[src/rtl/tia_hsync_counter.sv]
// -----------------------------------------------------------------------------
// tia_hsync_counter
//
// Horizontal timing front end of the TIA.
//   * Divides the colour clock by 4 into two non-overlapping strobes (s1, s2)
//     that clock the two-phase dynamic latches downstream.
//   * Runs the 6-bit polynomial (XNOR LFSR) horizontal counter. It advances
//     once per s2 strobe; 57 counts make one 228-colour-clock line.
//   * Decodes HSYNC, HBLANK and line-end from the counter. All decodes are
//     registered and change on the advance clock that enters the decoded index.
//
// Ports
//   clk        in   colour clock, all state updates on posedge
//   r          in   asynchronous reset, active-high
//   rsync      in   one-clk strobe, restarts the line (divider and counter to 0)
//   hmove_req  in   one-clk strobe, requests late hblank on the next line
//   s1         out  phase-1 strobe, high one clk out of every 4
//   s2         out  phase-2 strobe, high one clk out of every 4
//   hcount     out  raw polynomial counter state
//   hsync      out  horizontal sync
//   hblank     out  horizontal blank
//   line_end   out  one-clk pulse on the clk the counter wraps to 0
// -----------------------------------------------------------------------------
module tia_hsync_counter #(
   parameter int unsigned LINE_COUNTS = 57,  // counter states per line (<= 63)
   parameter int unsigned HS_SET      = 4,   // index where hsync asserts
   parameter int unsigned HS_CLR      = 8,   // index where hsync deasserts
   parameter int unsigned RHB_EARLY   = 16,  // index where hblank clears
   parameter int unsigned RHB_LATE    = 18   // same, after an hmove request
) (
   input  logic       clk,
   input  logic       r,
   input  logic       rsync,
   input  logic       hmove_req,
   output logic       s1,
   output logic       s2,
   output logic [5:0] hcount,
   output logic       hsync,
   output logic       hblank,
   output logic       line_end
);

   // One step of the counter polynomial: shift right, XNOR of the two low
   // bits feeds the top. The all-ones state is a lock-up state of an XNOR
   // LFSR and is never reached from 000000.
   function automatic logic [5:0] lfsr_next(input logic [5:0] h);
      return {~(h[1] ^ h[0]), h[5:1]};
   endfunction

   // Counter state reached after k advances from 000000. Used only at
   // elaboration to turn count indices into the raw states to decode.
   function automatic logic [5:0] lfsr_at(input int unsigned k);
      logic [5:0] h;
      h = 6'b000000;
      for (int unsigned i = 0; i < k; i++) begin
         h = lfsr_next(h);
      end
      return h;
   endfunction

   localparam logic [5:0] HC_LAST      = lfsr_at(LINE_COUNTS - 1);
   localparam logic [5:0] HC_HS_SET    = lfsr_at(HS_SET);
   localparam logic [5:0] HC_HS_CLR    = lfsr_at(HS_CLR);
   localparam logic [5:0] HC_RHB_EARLY = lfsr_at(RHB_EARLY);
   localparam logic [5:0] HC_RHB_LATE  = lfsr_at(RHB_LATE);

   // ---------------------------------------------------------------------------
   // State
   // ---------------------------------------------------------------------------
   logic [1:0] ph_q,       ph_d;        // clock divider phase
   logic       s1_q,       s1_d;
   logic       s2_q,       s2_d;
   logic [5:0] hcount_q,   hcount_d;
   logic       hsync_q,    hsync_d;
   logic       hblank_q,   hblank_d;
   logic       line_end_q, line_end_d;
   logic       hmove_q,    hmove_d;     // hmove requested during this line
   logic       late_q,     late_d;      // current line uses the late hblank

   logic [5:0] hcount_step;
   logic [5:0] hc_rhb;

   // ---------------------------------------------------------------------------
   // Next-state logic
   // ---------------------------------------------------------------------------
   always_comb begin
      // NOTE: every variable gets a default first so no path leaves one
      // unassigned; a missing default here would infer a latch.
      ph_d        = ph_q + 2'd1;
      s1_d        = (ph_q == 2'd0);
      s2_d        = (ph_q == 2'd2);
      hcount_d    = hcount_q;
      hsync_d     = hsync_q;
      hblank_d    = hblank_q;
      line_end_d  = 1'b0;
      hmove_d     = hmove_q | hmove_req;
      late_d      = late_q;

      hcount_step = lfsr_next(hcount_q);
      hc_rhb      = late_q ? HC_RHB_LATE : HC_RHB_EARLY;

      if (rsync) begin
         // Restart the line. Holding rsync keeps everything frozen here; the
         // hmove flag and the late selection survive the restart.
         ph_d       = 2'd0;
         s1_d       = 1'b0;
         s2_d       = 1'b0;
         hcount_d   = 6'b000000;
         hsync_d    = 1'b0;
         hblank_d   = 1'b1;
         line_end_d = 1'b0;
         hmove_d    = hmove_q;
      end else if (s2_q) begin
         // Advance clock: the registered s2 strobe is high this cycle.
         if (hcount_q == HC_LAST) begin
            // Entering index 0: start a new line. A request arriving on this
            // very clock already applies to the line that starts now.
            hcount_d   = 6'b000000;
            line_end_d = 1'b1;
            hblank_d   = 1'b1;
            late_d     = hmove_q | hmove_req;
            hmove_d    = 1'b0;
         end else begin
            hcount_d = hcount_step;
            if (hcount_step == HC_HS_SET) begin
               hsync_d = 1'b1;
            end
            if (hcount_step == HC_HS_CLR) begin
               hsync_d = 1'b0;
            end
            if (hcount_step == hc_rhb) begin
               hblank_d = 1'b0;
            end
         end
      end
   end

   // ---------------------------------------------------------------------------
   // State registers
   // ---------------------------------------------------------------------------
   always_ff @(posedge clk or posedge r) begin
      if (r) begin
         ph_q       <= 2'd0;
         s1_q       <= 1'b0;
         s2_q       <= 1'b0;
         hcount_q   <= 6'b000000;
         hsync_q    <= 1'b0;
         hblank_q   <= 1'b1;
         line_end_q <= 1'b0;
         hmove_q    <= 1'b0;
         late_q     <= 1'b0;
      end else begin
         // NOTE: non-blocking assignments so every register samples the
         // pre-edge values; blocking here would chain updates within one edge.
         ph_q       <= ph_d;
         s1_q       <= s1_d;
         s2_q       <= s2_d;
         hcount_q   <= hcount_d;
         hsync_q    <= hsync_d;
         hblank_q   <= hblank_d;
         line_end_q <= line_end_d;
         hmove_q    <= hmove_d;
         late_q     <= late_d;
      end
   end

   // ---------------------------------------------------------------------------
   // Outputs (all straight from registers, glitch-free for latch clocking)
   // ---------------------------------------------------------------------------
   assign s1       = s1_q;
   assign s2       = s2_q;
   assign hcount   = hcount_q;
   assign hsync    = hsync_q;
   assign hblank   = hblank_q;
   assign line_end = line_end_q;

endmodule

[config.mk]
export PLATFORM = sky130hd
export DESIGN_NAME = tia_hsync_counter
export DESIGN_NICKNAME = d
export VERILOG_FILES = /design/src/rtl/tia_hsync_counter.sv
export SDC_FILE = /design/constraint.sdc
export NUM_CORES = 1
export LEC_CHECK = 0
export CAP_MARGIN = 20
export CORE_MARGIN = 2
export CORE_UTILIZATION = 51
export CTS_BUF_LIST = sky130_fd_sc_hd__clkbuf_8
export CTS_CLUSTER_DIAMETER = 150
export DETAILED_ROUTE_END_ITERATION = 16
export GPL_ROUTABILITY_DRIVEN = 1
export PLACE_DENSITY_LB_ADDON = 0.15
export SYNTH_ARGS = -nofsm -noshare
export SYNTH_HDL_FRONTEND = slang
export SYNTH_SLANG_ARGS = --single-unit
[constraint.sdc]
create_clock -name clk -period 1.91 [get_ports clk]
set_input_delay 0.382 -clock clk [delete_from_list [all_inputs] [get_ports clk]]
set_output_delay 0.382 -clock clk [all_outputs]
set_load 0.02 [all_outputs]
Yosys cells after proc, flatten, opt, wreduce, memory -nomap -nowiden
Index checks and enable logic that the tools add are counted.

cells by class
  add/sub/neg operators = 1
  equal/unequal tests = 6
  mux-type cells = 21
  bitwise logic cells = 4
  reductions and logical operators = 7

operator list
  cell                   count
  $mux W6                3
  $mux W1                16
  $eq A6 B6 Y1 const B   2
  $eq A6 B5 Y1           1
  $eq A6 B5 Y1 const B   1
  $reduce_and A3 Y1      2
  $reduce_bool A3 Y1     2
  $mux W4                1
  $add A2 B1 Y2 const B  1
  $eq A2 B2 Y1 const B   1
  $logic_not A2 Y1       1
  $mux W2                1
  $ne A2 B2 Y1 const B   1
  $not A1 Y1             2
  $reduce_and A2 Y1      1
  $reduce_bool A2 Y1     1
  $or A1 B1 Y1           1
  $xor A1 B1 Y1          1

storage, ports and cells
  flip-flop bits (word level) = 15
  input bits = 4

Logic depth before layout (Yosys ltp)
  depth after elaboration = 8
  gate-level depth with buffers = 5
  gate-level depth less buffers = 5

Least setup slack after synthesis
Ideal clock, no wire load.

  kind = register -> register
  start = register hcount_q[1] (netlist: hcount[1])
  end = register hblank_q (netlist: hblank)
  library setup time = 0.082 ns
  arrival time = 1.397 ns
  required time = 1.828 ns
  path slack = 0.431 ns
  stages on the path, launching flop included = 6
  buffers on the path = 0
  clock period less this slack = 1.479 ns
  cells stage by stage = dfrtp_1 inv_1 ha_1 and4_1 o21ai_0 a211o_1

on the way
  word-level cells in the longest chain between the ends = 5

ends and longest elaborated chain
  item                          RTL line  source
  start: declaration            73        logic [5:0] hcount_q, hcount_d;
  start signal: assignment      158       hcount_q <= hcount_d;
  $xor A1 B1 Y1                 47        return {~(h[1] ^ h[0]), h[5:1]};
  $not A1 Y1                    47
  $eq A6 B5 Y1                  131       if (hcount_step == hc_rhb) begin
  $reduce_bool A3 Y1 (no line)  --
  $reduce_and A2 Y1 (no line)   --
  end signal: assignment        160       hblank_q <= hblank_d;
  end: declaration              75        logic hblank_q, hblank_d;

Several ways; a longest one is shown, not always the timed one. The select of a mux whose other input is x is not followed.
A chain may end at the register's enable or synchronous reset.

Worst setup path in the final report
  start = register hcount_q[2] (netlist: hcount[2])
  end = output port hcount[2]

RTL lines
  item              RTL line  source
  end: declaration  37        output logic [5:0] hcount,

No word-level cell between the ends.

==> impl_results.rst <==
.. list-table::
   :header-rows: 1

   * - Metric
     - Value
   * - Fraction of power consumed by sequential logic
     - 0.518
   * - Share of flip-flops with an asynchronous set or reset after synthesis
     - 1.000
   * - Count of synthesis-stage warnings from yosys
     - 0
   * - Required time at the endpoint of the critical path
     - 1.53 ns
   * - Antenna Nets Post-Route
     - 0
   * - Leading post-synthesis cells by cell area
     - sky130_fd_sc_hd__dfrtp_1 48%, sky130_fd_sc_hd__mux2i_1 5.4%, sky130_fd_sc_hd__ha_1 5.1%, sky130_fd_sc_hd__inv_1 4.6%, sky130_fd_sc_hd__a21oi_1 4.1%
   * - Static leakage
     - 0.3997 nW
   * - Number of standard-cell rows in the floorplan
     - 13
   * - Max Fclk
     - 560.7 MHz
   * - Area of the die
     - 0.001765 mm^2
   * - Library cell contributing the largest single delay on the critical path
     - sky130_fd_sc_hd__clkdlybuf4s50_1
   * - Via count of the first global-routing pass
     - 577
   * - Weighted congestion reported at the end of routability-driven placement
     - 0.7763
   * - Highest net fanout along the worst path
     - 8
   * - First-pass GRT wire length
     - 2566 um
   * - Number of max-capacitance violations reported
     - 0
   * - Total of flip-flops plus latches after synthesis
     - 15
   * - Cell-internal power
     - 0.5012 mW
   * - Initial Util
     - 0.5594
   * - Number of cells produced by synthesis
     - 68
   * - Delay of the slowest cell on the worst path
     - 0.66 ns
   * - Post-synthesis net count
     - 75
   * - Remaining global-route overflow
     - 0
   * - Horizontal die dimension
     - 42.02 um
   * - Accumulated negative setup slack
     - 0 ns
   * - Share of cells above drive strength 1
     - 0.09302
   * - Inserted Clock Buffers
     - 3
   * - Leading cell type by number of instances after synthesis
     - sky130_fd_sc_hd__dfrtp_1
   * - Combinational share of power
     - 0.101
   * - Count of cell types in the netlist
     - 22
   * - Routed vias/inst
     - 5.614
   * - Critical path's top delay family
     - buffers and inverters
   * - Final Skew
     - 0.001757 ns
   * - Buf/Inv on CP
     - 1
   * - Core area
     - 0.001318 mm^2
   * - IR drop worst, VDD
     - 0.4907 mV
   * - Least setup slack across all paths after layout
     - 0.1265 ns
   * - Cell area after layout
     - around 940 um^2
   * - TritonCTS sink count
     - 15
   * - Maximum number of pins on one net before global-route repair
     - 16
   * - Crit end category
     - primary output
   * - Share of the clock period used by the worst path after layout
     - 0.9338
   * - Clock H-tree levels
     - 1
   * - Clock latency on the worst-skew pair
     - 0.25 ns
   * - Worst max-slew margin expressed relative to the limit
     - 0.6308
   * - Syn_area_per_cell
     - 10.84 um^2
   * - Aggregate routed wire length
     - 1467 um
   * - Router iterations before antenna repair
     - 4
   * - Count of input and output buffers
     - 14
   * - Switching portion of total power
     - 0.2284
   * - Area of placed instances
     - 898.4 um^2
   * - Number of failing setup endpoints in the final timing report
     - 0
   * - Count of cells resized by post-cts repair
     - 0
   * - Post-Route Hold Slack
     - between 0.4 and 0.5 ns
   * - Launching element type of the critical path
     - register
   * - Total global routing track utilization
     - 0.2016
   * - Placed cells
     - 97
   * - Most instantiated flip-flop cell in the synthesis netlist
     - sky130_fd_sc_hd__dfrtp_1
   * - Number of antenna violations at the first check in global routing
     - 0
   * - Transition at the pin with the smallest max-transition slack
     - 0.5531 ns
   * - CP Data Arrival Time
     - 1.40 ns
   * - Leading area contributor after synthesis
     - sky130_fd_sc_hd__dfrtp_1
   * - CTS tree
     - built
   * - Net count of the finished layout
     - 94
   * - # hold bufs at CTS
     - 0
   * - Type of the tightest min-delay check
     - register to register
   * - Setup repair after global routing missed its margin
     - no
   * - Setup Crit Path Kind
     - register to primary output
   * - Clock tree buffer depth
     - 2
   * - Most frequent cells after synthesis
     - 14 x sky130_fd_sc_hd__dfrtp_1, 9 x sky130_fd_sc_hd__inv_1, 6 x sky130_fd_sc_hd__a21oi_1, 5 x sky130_fd_sc_hd__nand2_1, 5 x sky130_fd_sc_hd__nor2_1
   * - Number of antenna diodes
     - 0
   * - Seq/Total Area, Yosys
     - 0.5110
   * - Number of enable-type register cells in the synthesized netlist
     - 0
   * - Switching power
     - 0.1484 mW
   * - Iteration-0 DRC count of the detailed router
     - 10
   * - Final critical delay including setup and external delays
     - 1.784 ns
   * - Number of non-filler instances in the completed layout
     - 101
   * - Proportion of power drawn by the clock network
     - 0.381
   * - Vias
     - 567
   * - Number of remaining DRC errors
     - 0
   * - Number of buffers inserted by post-CTS setup repair
     - 0
   * - Setup Slack @ Placement
     - around 0.38 ns
   * - Pwr Density
     - 688.6 mW/mm^2
   * - I/O pin total
     - 15
   * - Clock transition time at the flip-flop clock pins of the worst setup and hold paths
     - ~0.060 ns
   * - Layout-stage area growth over the synthesis result
     - 28.01%
   * - Power after layout
     - ~0.65 mW
   * - Root Driver
     - sky130_fd_sc_hd__clkbuf_8
   * - Share of the synthesized area in the top cell type
     - 0.4754
   * - Run status
     - finished, final reports clean
   * - Die height
     - ~42 um
   * - Final number of max-transition violations
     - 0
   * - Half-perimeter wire length after placement
     - 984.1 um
   * - Fin util
     - 0.7160
   * - Routed len/inst
     - around 15 um
   * - Total standard cell area after synthesis
     - approximately 740 um^2
   * - Final number of hold-violating endpoints
     - 0
   * - Ordered list of cells on the worst path
     - clkdlybuf4s50_1
-- final cells by class --
cell class / instances / area (um^2)
Sequential cell: 15 / 376.6
Fill cell: 98 / 374.1
Multi-Input combinational cell: 42 / 314.1
Timing Repair Buffer: 16 / 155.1
Clock buffer: 3 / 41.29
Inverter: 9 / 33.78
Tap cell: 15 / 18.77
Clock inverter: 1 / 3.754
-- power by group through the flow --
stage	clock network, mW	logic (mW)	registers, mW
floorplan	0	0.0295	0.348
global placement	0	0.0642	0.341
detailed placement	0	0.0660	0.342
CTS	0.253	0.0670	0.336
global route	0.271	0.0743	0.337
finish	0.248	0.0657	0.336
-- path summary, 6_finish.rpt --
check | from | to | slack, ns | cells past startpoint
max | hcount[2] | hcount[2] | 0.13 | 1
min | ph_q[0] | ph_q[0] | 0.44 | 1
max reg2reg | hcount[1] | hblank | 0.32 | 5
min reg2reg | ph_q[0] | ph_q[0] | 0.44 | 1
max in group asynchronous | r | hblank | 1.03 | 2
min in group asynchronous | r | ph_q[1] | 0.51 | 2
-- placed cells by master (no fill, tap or decap), types with 4 or more instances in the layout --
master,Yosys,routed
sky130_fd_sc_hd__mux2i_1,4,4
sky130_fd_sc_hd__nor2_1,5,5
sky130_fd_sc_hd__nor2b_1,4,4
sky130_fd_sc_hd__inv_1,9,10
sky130_fd_sc_hd__dfrtp_1,14,14
sky130_fd_sc_hd__a21oi_1,6,6
sky130_fd_sc_hd__clkdlybuf4s50_1,0,14
sky130_fd_sc_hd__nand2_1,5,5
-- routing by layer --
layer / share of wire / track usage / vias up
li1: - / - / 272
met1: 0.43 / 0.2260 / 269
met2: 0.48 / 0.3500 / 19
met3: 0.051 / 0.03879 / 7
met4: 0.035 / 0.1250 / 0
met5: 0 / 0 / -
-- sequential cells by signal (all words and copies together) (netlist names) --
register,count
hcount,6
ph_q,2
hblank,1
hmove_q,1
hsync,1
late_q,1
line_end,1
s1,1
s2,1
-- kinds of logic (layout without fill, tap and decap cells) --
group,count (synthesis),count (layout),share of synthesized area
AND/OR/NAND/NOR,22,22,0.2173
flip-flops,15,15,0.5110
AO/OA/AOI/OAI,13,13,0.1036
buffers and inverters,11,29,0.06281
multiplexers,4,4,0.05433
adder cells (fa/ha/maj),3,3,0.05094
No activity file was read; power rests on OpenSTA's default activity.
